==> src/rtl/seq_divider.sv <==
// Sequential restoring divider: one quotient bit per clock, MSB first.
// Divide-by-zero bypasses the iteration and reports all-ones / dividend.
module seq_divider #(
    parameter int unsigned N = 8
) (
    input  logic         clk,
    input  logic         rst,
    input  logic         start,
    input  logic [N-1:0] dividend,
    input  logic [N-1:0] divisor,
    output logic [N-1:0] quotient,
    output logic [N-1:0] remainder,
    output logic         busy,
    output logic         done,
    output logic         div_by_zero
);

    localparam int unsigned CW = $clog2(N + 1);

    typedef enum logic [1:0] {StIdle, StCalc, StDone} state_e;

    state_e         r_state;
    state_e         w_state_next;
    logic [N-1:0]   r_dvd;
    logic [N-1:0]   r_divisor;
    logic [N-1:0]   r_rem;
    logic [CW-1:0]  r_count;
    logic [N-1:0]   r_quotient;
    logic [N-1:0]   r_remainder;
    logic           r_dbz;

    logic           w_accept;
    logic           w_last;
    logic [N:0]     w_shift;
    logic [N:0]     w_diff;
    logic           w_ge;
    logic [N-1:0]   w_rem_next;

    assign w_accept = start && (r_state != StCalc);
    assign w_last   = (r_state == StCalc) && (r_count == CW'(1));

    // Partial remainder is always below the divisor, so bit N of the
    // difference is a clean borrow flag.
    assign w_shift    = {r_rem, r_dvd[N-1]};
    assign w_diff     = w_shift - {1'b0, r_divisor};
    assign w_ge       = ~w_diff[N];
    assign w_rem_next = w_ge ? w_diff[N-1:0] : w_shift[N-1:0];

    always_ff @(posedge clk) begin
        if (rst) begin
            r_state <= StIdle;
        end else begin
            r_state <= w_state_next;
        end
    end

    always_comb begin
        w_state_next = r_state;
        unique case (r_state)
            StIdle, StDone: begin
                if (start) begin
                    w_state_next = (divisor == '0) ? StDone : StCalc;
                end else begin
                    w_state_next = StIdle;
                end
            end
            StCalc: begin
                if (w_last) begin
                    w_state_next = StDone;
                end
            end
            default: w_state_next = StIdle;
        endcase
    end

    always_comb begin
        busy = (r_state == StCalc);
        done = (r_state == StDone);
    end

    // Dividend register doubles as the quotient shift register.
    always_ff @(posedge clk) begin
        if (rst) begin
            r_dvd       <= '0;
            r_divisor   <= '0;
            r_rem       <= '0;
            r_count     <= '0;
            r_quotient  <= '0;
            r_remainder <= '0;
            r_dbz       <= 1'b0;
        end else if (w_accept) begin
            r_dvd     <= dividend;
            r_divisor <= divisor;
            r_rem     <= '0;
            r_count   <= CW'(N);
            if (divisor == '0) begin
                r_quotient  <= '1;
                r_remainder <= dividend;
                r_dbz       <= 1'b1;
            end else begin
                r_dbz <= 1'b0;
            end
        end else if (r_state == StCalc) begin
            r_rem   <= w_rem_next;
            r_dvd   <= {r_dvd[N-2:0], w_ge};
            r_count <= r_count - CW'(1);
            if (w_last) begin
                r_quotient  <= {r_dvd[N-2:0], w_ge};
                r_remainder <= w_rem_next;
            end
        end
    end

    assign quotient    = r_quotient;
    assign remainder   = r_remainder;
    assign div_by_zero = r_dbz;

endmodule

==> config.mk <==
export PLATFORM = sky130hd
export DESIGN_NAME = seq_divider
export DESIGN_NICKNAME = d
export VERILOG_FILES = /design/src/rtl/seq_divider.sv
export SDC_FILE = /design/constraint.sdc
export NUM_CORES = 1
export LEC_CHECK = 0
export ABC_CLOCK_PERIOD_IN_PS = 3200
export CORE_AREA = 2 2 71 73
export CTS_CLUSTER_DIAMETER = 100
export DETAILED_ROUTE_END_ITERATION = 10
export DIE_AREA = 0 0 73 75
export PLACE_DENSITY = 0.78
export SETUP_SLACK_MARGIN = 0.15
export SLEW_MARGIN = 5
export SYNTH_ARGS = -nofsm -noshare
export SYNTH_HDL_FRONTEND = slang
export SYNTH_SLANG_ARGS = --single-unit
==> constraint.sdc <==
create_clock -name clk -period 3.2 [get_ports clk]
set_input_delay 0.32 -clock clk [delete_from_list [all_inputs] [get_ports clk]]
set_output_delay 0.32 -clock clk [all_outputs]
set_load 0.1 [all_outputs]
==> results of run 1 <==
## metal layers
metal	part of all wire	global-route usage	wire [µm]	up-vias
li1	-	-	-	1171
met1	0.46	0.3211	2754	1105
met2	0.47	0.3754	2763	64
met3	0.048	0.04284	282	10
met4	0.021	0.09259	125	0
met5	0	0	0	-
## kinds of logic after synthesis
kind of cell	count (synthesis)	share of synthesized area
buffers and inverters	33	0.05516
adder cells (fa/ha/maj)	11	0.05870
AND/OR/NAND/NOR	128	0.2454
AO/OA/AOI/OAI	76	0.1979
XOR/XNOR	5	0.01772
multiplexers	11	0.04454
flip-flops	47	0.3806
## sequential cells by signal (all words and copies together) (netlist names)
| register | cells |
|---|---|
| div_by_zero | 1 |
| r_count | 4 |
| remainder | 8 |
| r_state | 2 |
| r_divisor | 8 |
| r_rem | 8 |
| quotient | 8 |
| r_dvd | 8 |
## final timing paths
check | startpoint | endpoint | cells past startpoint
setup / recovery | r_dvd[7]$_SDFFE_PP0P_ | r_rem[1]$_SDFFE_PP0P_ | 9
hold reg to reg | r_divisor[4]$_SDFFE_PP0P_ | r_divisor[4]$_SDFFE_PP0P_ | 2
setup reg to reg | r_dvd[7]$_SDFFE_PP0P_ | r_rem[1]$_SDFFE_PP0P_ | 9
hold / removal | r_divisor[4]$_SDFFE_PP0P_ | r_divisor[4]$_SDFFE_PP0P_ | 2
## critical path, cell delays in order, from the launching register on
cell and delay, ns:
dfxtp_1 0.38, inv_1 0.06, ha_1 0.23, fa_1 0.45, nor2b_4 0.13, o31a_1 0.17
o21ai_0 0.16, or2_4 0.33, or4_1 0.41, nand3_1 0.09
## stage by stage
stage	instances	power (µW)	instance area [µm²]	hold WS, ns	util
after floorplan	311	965.4	2472	0.4363	-
after global placement	389	1054	2873	0.4450	0.6164
after detailed placement	389	1061	2873	0.4489	0.6164
after CTS	397	1456	2977	0.4607	0.6387
after global routing	397	1531	2977	0.4774	0.6387
final	397	1458	2977	0.4571	0.6387
## where the power goes
part           internal (µW)  switching (µW)  leakage, µW
clock network            197             208    0.0000505
registers                619            28.9     0.000384
logic                    157             249     0.000730
## placed cells by master (no fill, tap or decap), types with 10 or more instances in the layout
cell,netlist,layout
o21ai_0,14,14
dfxtp_1,47,47
nor3_1,18,18
inv_1,12,12
a21oi_1,24,24
nor2_1,31,31
a211oi_1,13,13
nand2_1,36,36
clkdlybuf4s50_1,0,36
nand3_1,17,17
ha_1,10,10
mux2i_1,11,11
## layout make-up
type	instances	area [µm²]	share of cell area
clock buffer	7	96.34	0.03237
clock inverter	1	7.507	0.002522
inverter	13	48.80	0.01639
multi-input combinational	231	1395	0.4687
sequential	47	940.9	0.3161
tap	54	67.56	0.02270
timing repair buffer	44	420.4	0.1412
==> flow_summary_export.csv, run 1 <==
group,metric,value,unit
clock_tree,cts_buffers,5,
synth,syn_area_per_cell,7.950,µm²
place,dpl.hpwl,4319,µm
clock_tree,htreeDepth,2,
sta,fin_setup_tns,0,ns
clock_tree,clock-sinks,47,
worst_setup_path,crit_required,3.45,ns
layout,layout.nets,372,
routing,ant_nets,0,
worst_setup_path,crit_path_max_fanout,13,
synth,yosysMostFrequentCell,"dfxtp_1",
routing,routed_wl,5926,µm
die,rows,25,
place,gp_congestion,0.8997,
clock_tree,cts_hold_buf,0,
sta,finClkSkew,0.008521,ns
run_status,outcome,"finished clean",
grt,antenna_found_initial,0,
synth,synth_top_area_share,0.3806,
synth,ys.flop_type,"dfxtp_1",
sta,setup_violations,0,
worst_setup_path,critPathKind,"reg2reg",
layout,n_antenna_cell,0,
routing,vias_per_cell,5.919,
routing,vias,2350,
layout,drive_gt1_frac,0.05539,
die,chipWidth,73,µm
sta,post-route-min-period,2.461,ns
grt,grt_pass1_vias,2142,
die,die_h,75,µm
die,die_area,5475,µm²
sta,worstMarginPinSlew,0.9725,ns
grt,grt_max_degree,33,
clock_tree,clk_latency,0.30,ns
clock_tree,cts_resized,0,
synth,yosysUniqueCellTypes,46,
routing,drc,0,
synth,yosysTopAreaCell,"dfxtp_1",
routing,routedWlPerCell,14.93,µm
job,maxCapViolCount,0,
power_and_ir_drop,leakage,0.001164,µW
grt,grt.total_usage,0.2365,
sta,period_share,0.7692,
die,start_util,0.5305,
synth,ys_ff_latch,47,
power_and_ir_drop,powerDensity,489.9,nW/µm²
power_and_ir_drop,irDropWorstVdd,0.2090,mV
sta,rsz0062_at_grt,"no",
sta,finalWorstSetupSlack,0.7385,ns
sta,timing.fmax,406.3,MHz
die,io-pin-count,38,
worst_setup_path,worstPathArrival,2.71,ns
worst_setup_path,critPathLaunchType,"flip-flop",
sta,maxSlewViolCount,0,
worst_setup_path,rrSetupSlack,0.74,ns
sta,finalHoldViolations,0,
layout,fillers,431,
synth,yosys-top-cells-count,"dfxtp_1, nand2_1, nor2_1, a21oi_1, nor3_1",
clock_tree,cts.path.max_buffers,2,
place,io_buffers,37,
grt,grt_overflow,0,
synth,synth_edf_count,0,
synth,ys_warn_count,0,
grt,grt_pass1_wl,10180,µm
clock_tree,root_buffer,"clkbuf_8",
synth,syn-cell-area,2472,µm²
synth,synth_nets,341,
synth,synthCells,311,
layout,area.growth.synth_to_final,20.39,%
synth,synth_seq_area_share,0.3806,
routing,drt_pass1_iterations,4,
hold_path,hold_class,"reg2reg",
routing,drtIter0Drc,181,
clock_tree,post_cts_buffers,0,
synth,synth_area_leaders,"dfxtp_1, nand2_1, ha_1, a21oi_1, nor2_1",
worst_setup_path,crit_path_end_kind,"flip-flop",
sta,slew_headroom,0.3496,
die,coreArea,4661,µm²
synth,synth-async-reset-ratio,0,
place,dp_worst_setup_slack,0.7092,ns
clock_tree,cts_tree,"yes",
clock_tree,path_clk_slew,0.09,ns
Note: power is estimated with default switching activity, not from simulation.
==> run 2: changes to the inputs <==
- ABC_CLOCK_PERIOD_IN_PS: 3200 -> 2200
- CORE_AREA: 2 2 71 73 -> 2 2 75 77
- DIE_AREA: 0 0 73 75 -> 0 0 77 79
- PLACE_DENSITY: 0.78 -> 0.74
- clock period: 3.2 -> 2.2 ns (I/O delays scaled with it)
==> run 2 against run 1 <==
  * The flow now finishes with violations (negative setup slack)
  * Clock power grew 59%
  * Fmax grew 6.5%
  * Sequential cell count is the same
  * First-iteration DRC count shrank 22%
  * Sequential share of layout area shrank 3.9 points
  * Combinational power grew 120%
  * Wire length grew 18%
  * Clock-buffer cell count shrank 2
  * Critical endpoint unchanged
==> flow_summary_export.csv, run 2 (synthesized netlist as in run 1, its figures left out) <==
group,metric,value,unit
run_status,outcome,"finished, violations left",
run_status,violations,"negative setup slack",
clock_tree,path_clk_slew,0.09,ns
worst_setup_path,crit_path_max_fanout,5,
clock_tree,cts_tree,"yes",
die,rows,27,
routing,vias,2508,
routing,vias_per_cell,5.598,
place,io_buffers,37,
die,chipWidth,77,µm
clock_tree,htreeDepth,2,
place,dpl.hpwl,4708,µm
layout,stdcell_count,448,
sta,maxSlewViolCount,0,
clock_tree,cts.path.max_buffers,2,
die,coreArea,5338,µm²
job,maxCapViolCount,0,
routing,drtIter0Drc,142,
grt,grt_overflow,0,
sta,setup_violations,15,
layout,n_antenna_cell,0,
worst_setup_path,crit_path_end_kind,"flip-flop",
worst_setup_path,crit_required,2.45,ns
sta,rsz0062_at_grt,"yes",
routing,routed_wl,6988,µm
sta,slew_headroom,0.6582,
sta,hold_ws,0.4552,ns
die,die_h,79,µm
clock_tree,clock-sinks,47,
die,start_util,0.4632,
grt,grt_pass1_wl,11390,µm
power_and_ir_drop,leakage,0.001396,µW
die,die_area,6083,µm²
die,io-pin-count,38,
clock_tree,cts_hold_buf,0,
sta,finClkSkew,0.008135,ns
worst_setup_path,worstPathArrival,2.56,ns
layout,final_cell_mix,"buf_4, dfxtp_1, nand2_1, nor2_1, a21oi_1",
power_and_ir_drop,irDropWorstVdd,0.4302,mV
sta,timing.fmax,432.8,MHz
routing,ant_nets,0,
power_and_ir_drop,powerDensity,728.3,nW/µm²
worst_setup_path,critPathKind,"reg2reg",
clock_tree,root_buffer,"clkbuf_8",
routing,routedWlPerCell,15.60,µm
worst_setup_path,critPathLaunchType,"flip-flop",
layout,drive_gt1_frac,0.2420,
sta,finalHoldViolations,0,
grt,grt_pass1_vias,2347,
routing,drt_pass1_iterations,4,
sta,period_share,1.050,
layout,layout.nets,405,
grt,antenna_found_initial,0,
place,place_inst,432,
sta,finalWorstSetupSlack,-0.1103,ns
grt,grt.total_usage,0.2344,
routing,drc,0,
place,gp_congestion,0.8386,
clock_tree,clk_latency,0.30,ns
grt,grt_max_degree,25,
hold_path,hold_class,"reg2reg",
clock_tree,cts_buffers,5,
sta,post-route-min-period,2.310,ns
sta,worstMarginPinSlew,0.5122,ns
layout,area.growth.synth_to_final,37.80,%
layout,final_common_cell,"buf_4",
[run 2: final cells by class]
type                            count  area (µm²)
Fill cell                         488        1931
Multi-Input combinational cell    232        1539
Sequential cell                    47       944.7
Timing Repair Buffer               76       671.9
Tap cell                           72       90.09
Clock buffer                        5       68.82
Inverter                           13       48.80
Clock inverter                      3       43.79
[run 2: stage by stage]
stage | setup TNS [ns] | area, µm² | total power, µW | setup WS, ns | utilization
final | -0.9419 | 3407 | 2481 | -0.1103 | 0.6383
after global placement | -0.01711 | 3123 | 1664 | -0.01020 | 0.5851
after global routing | -2.852 | 3407 | 2609 | -0.2358 | 0.6383
after CTS | -0.3277 | 3344 | 2422 | -0.05582 | 0.6266
after detailed placement | -0.1462 | 3123 | 1681 | -0.08795 | 0.5851
after floorplan | 0 | 2526 | 1435 | 0.07514 | -
[run 2: final timing paths]
check | from | end | slack, ns | cells after the start
max | r_dvd[7]$_SDFFE_PP0P_ | r_rem[1]$_SDFFE_PP0P_ | -0.11 | 9
min | r_divisor[3]$_SDFFE_PP0P_ | r_divisor[3]$_SDFFE_PP0P_ | 0.46 | 2
max reg2reg | r_dvd[7]$_SDFFE_PP0P_ | r_rem[1]$_SDFFE_PP0P_ | -0.11 | 9
min reg2reg | r_divisor[3]$_SDFFE_PP0P_ | r_divisor[3]$_SDFFE_PP0P_ | 0.46 | 2
[run 2: critical path: stages (launching register included)]
cell     delay [ns]
dfxtp_2        0.35
inv_2          0.04
ha_4           0.15
fa_2           0.38
nor2b_4        0.13
o31a_1         0.24
o21ai_2        0.14
or2_4          0.30
or4_1          0.41
nand3_1        0.10
[run 2: metal layers]
metal,vias to the layer above,global-route usage,share of wire
li1,1250,-,-
met1,1172,0.3087,0.44
met5,-,0,0
met3,15,0.04659,0.055
met2,71,0.3956,0.48
met4,0,0.06071,0.020
[run 2: timing repair]
action,4_1_cts,5_1_grt
pin swaps,3,4
gates resized for setup,14,9
buffers inserted,6,1
setup endpoints to repair,15,18
gates cloned,1,0
[run 2: power breakdown]
group	total, µW	internal, µW	switching [µW]
registers	941	901	39.3
logic	895	413	482
clock network	645	339	307
total	2480	1650	828
==> run 3: changes to the inputs <==
- GPL_ROUTABILITY_DRIVEN: unset -> 0
==> results of run 3 <==
Same layout as run 2: the final DEF is identical, and so are final timing and power.
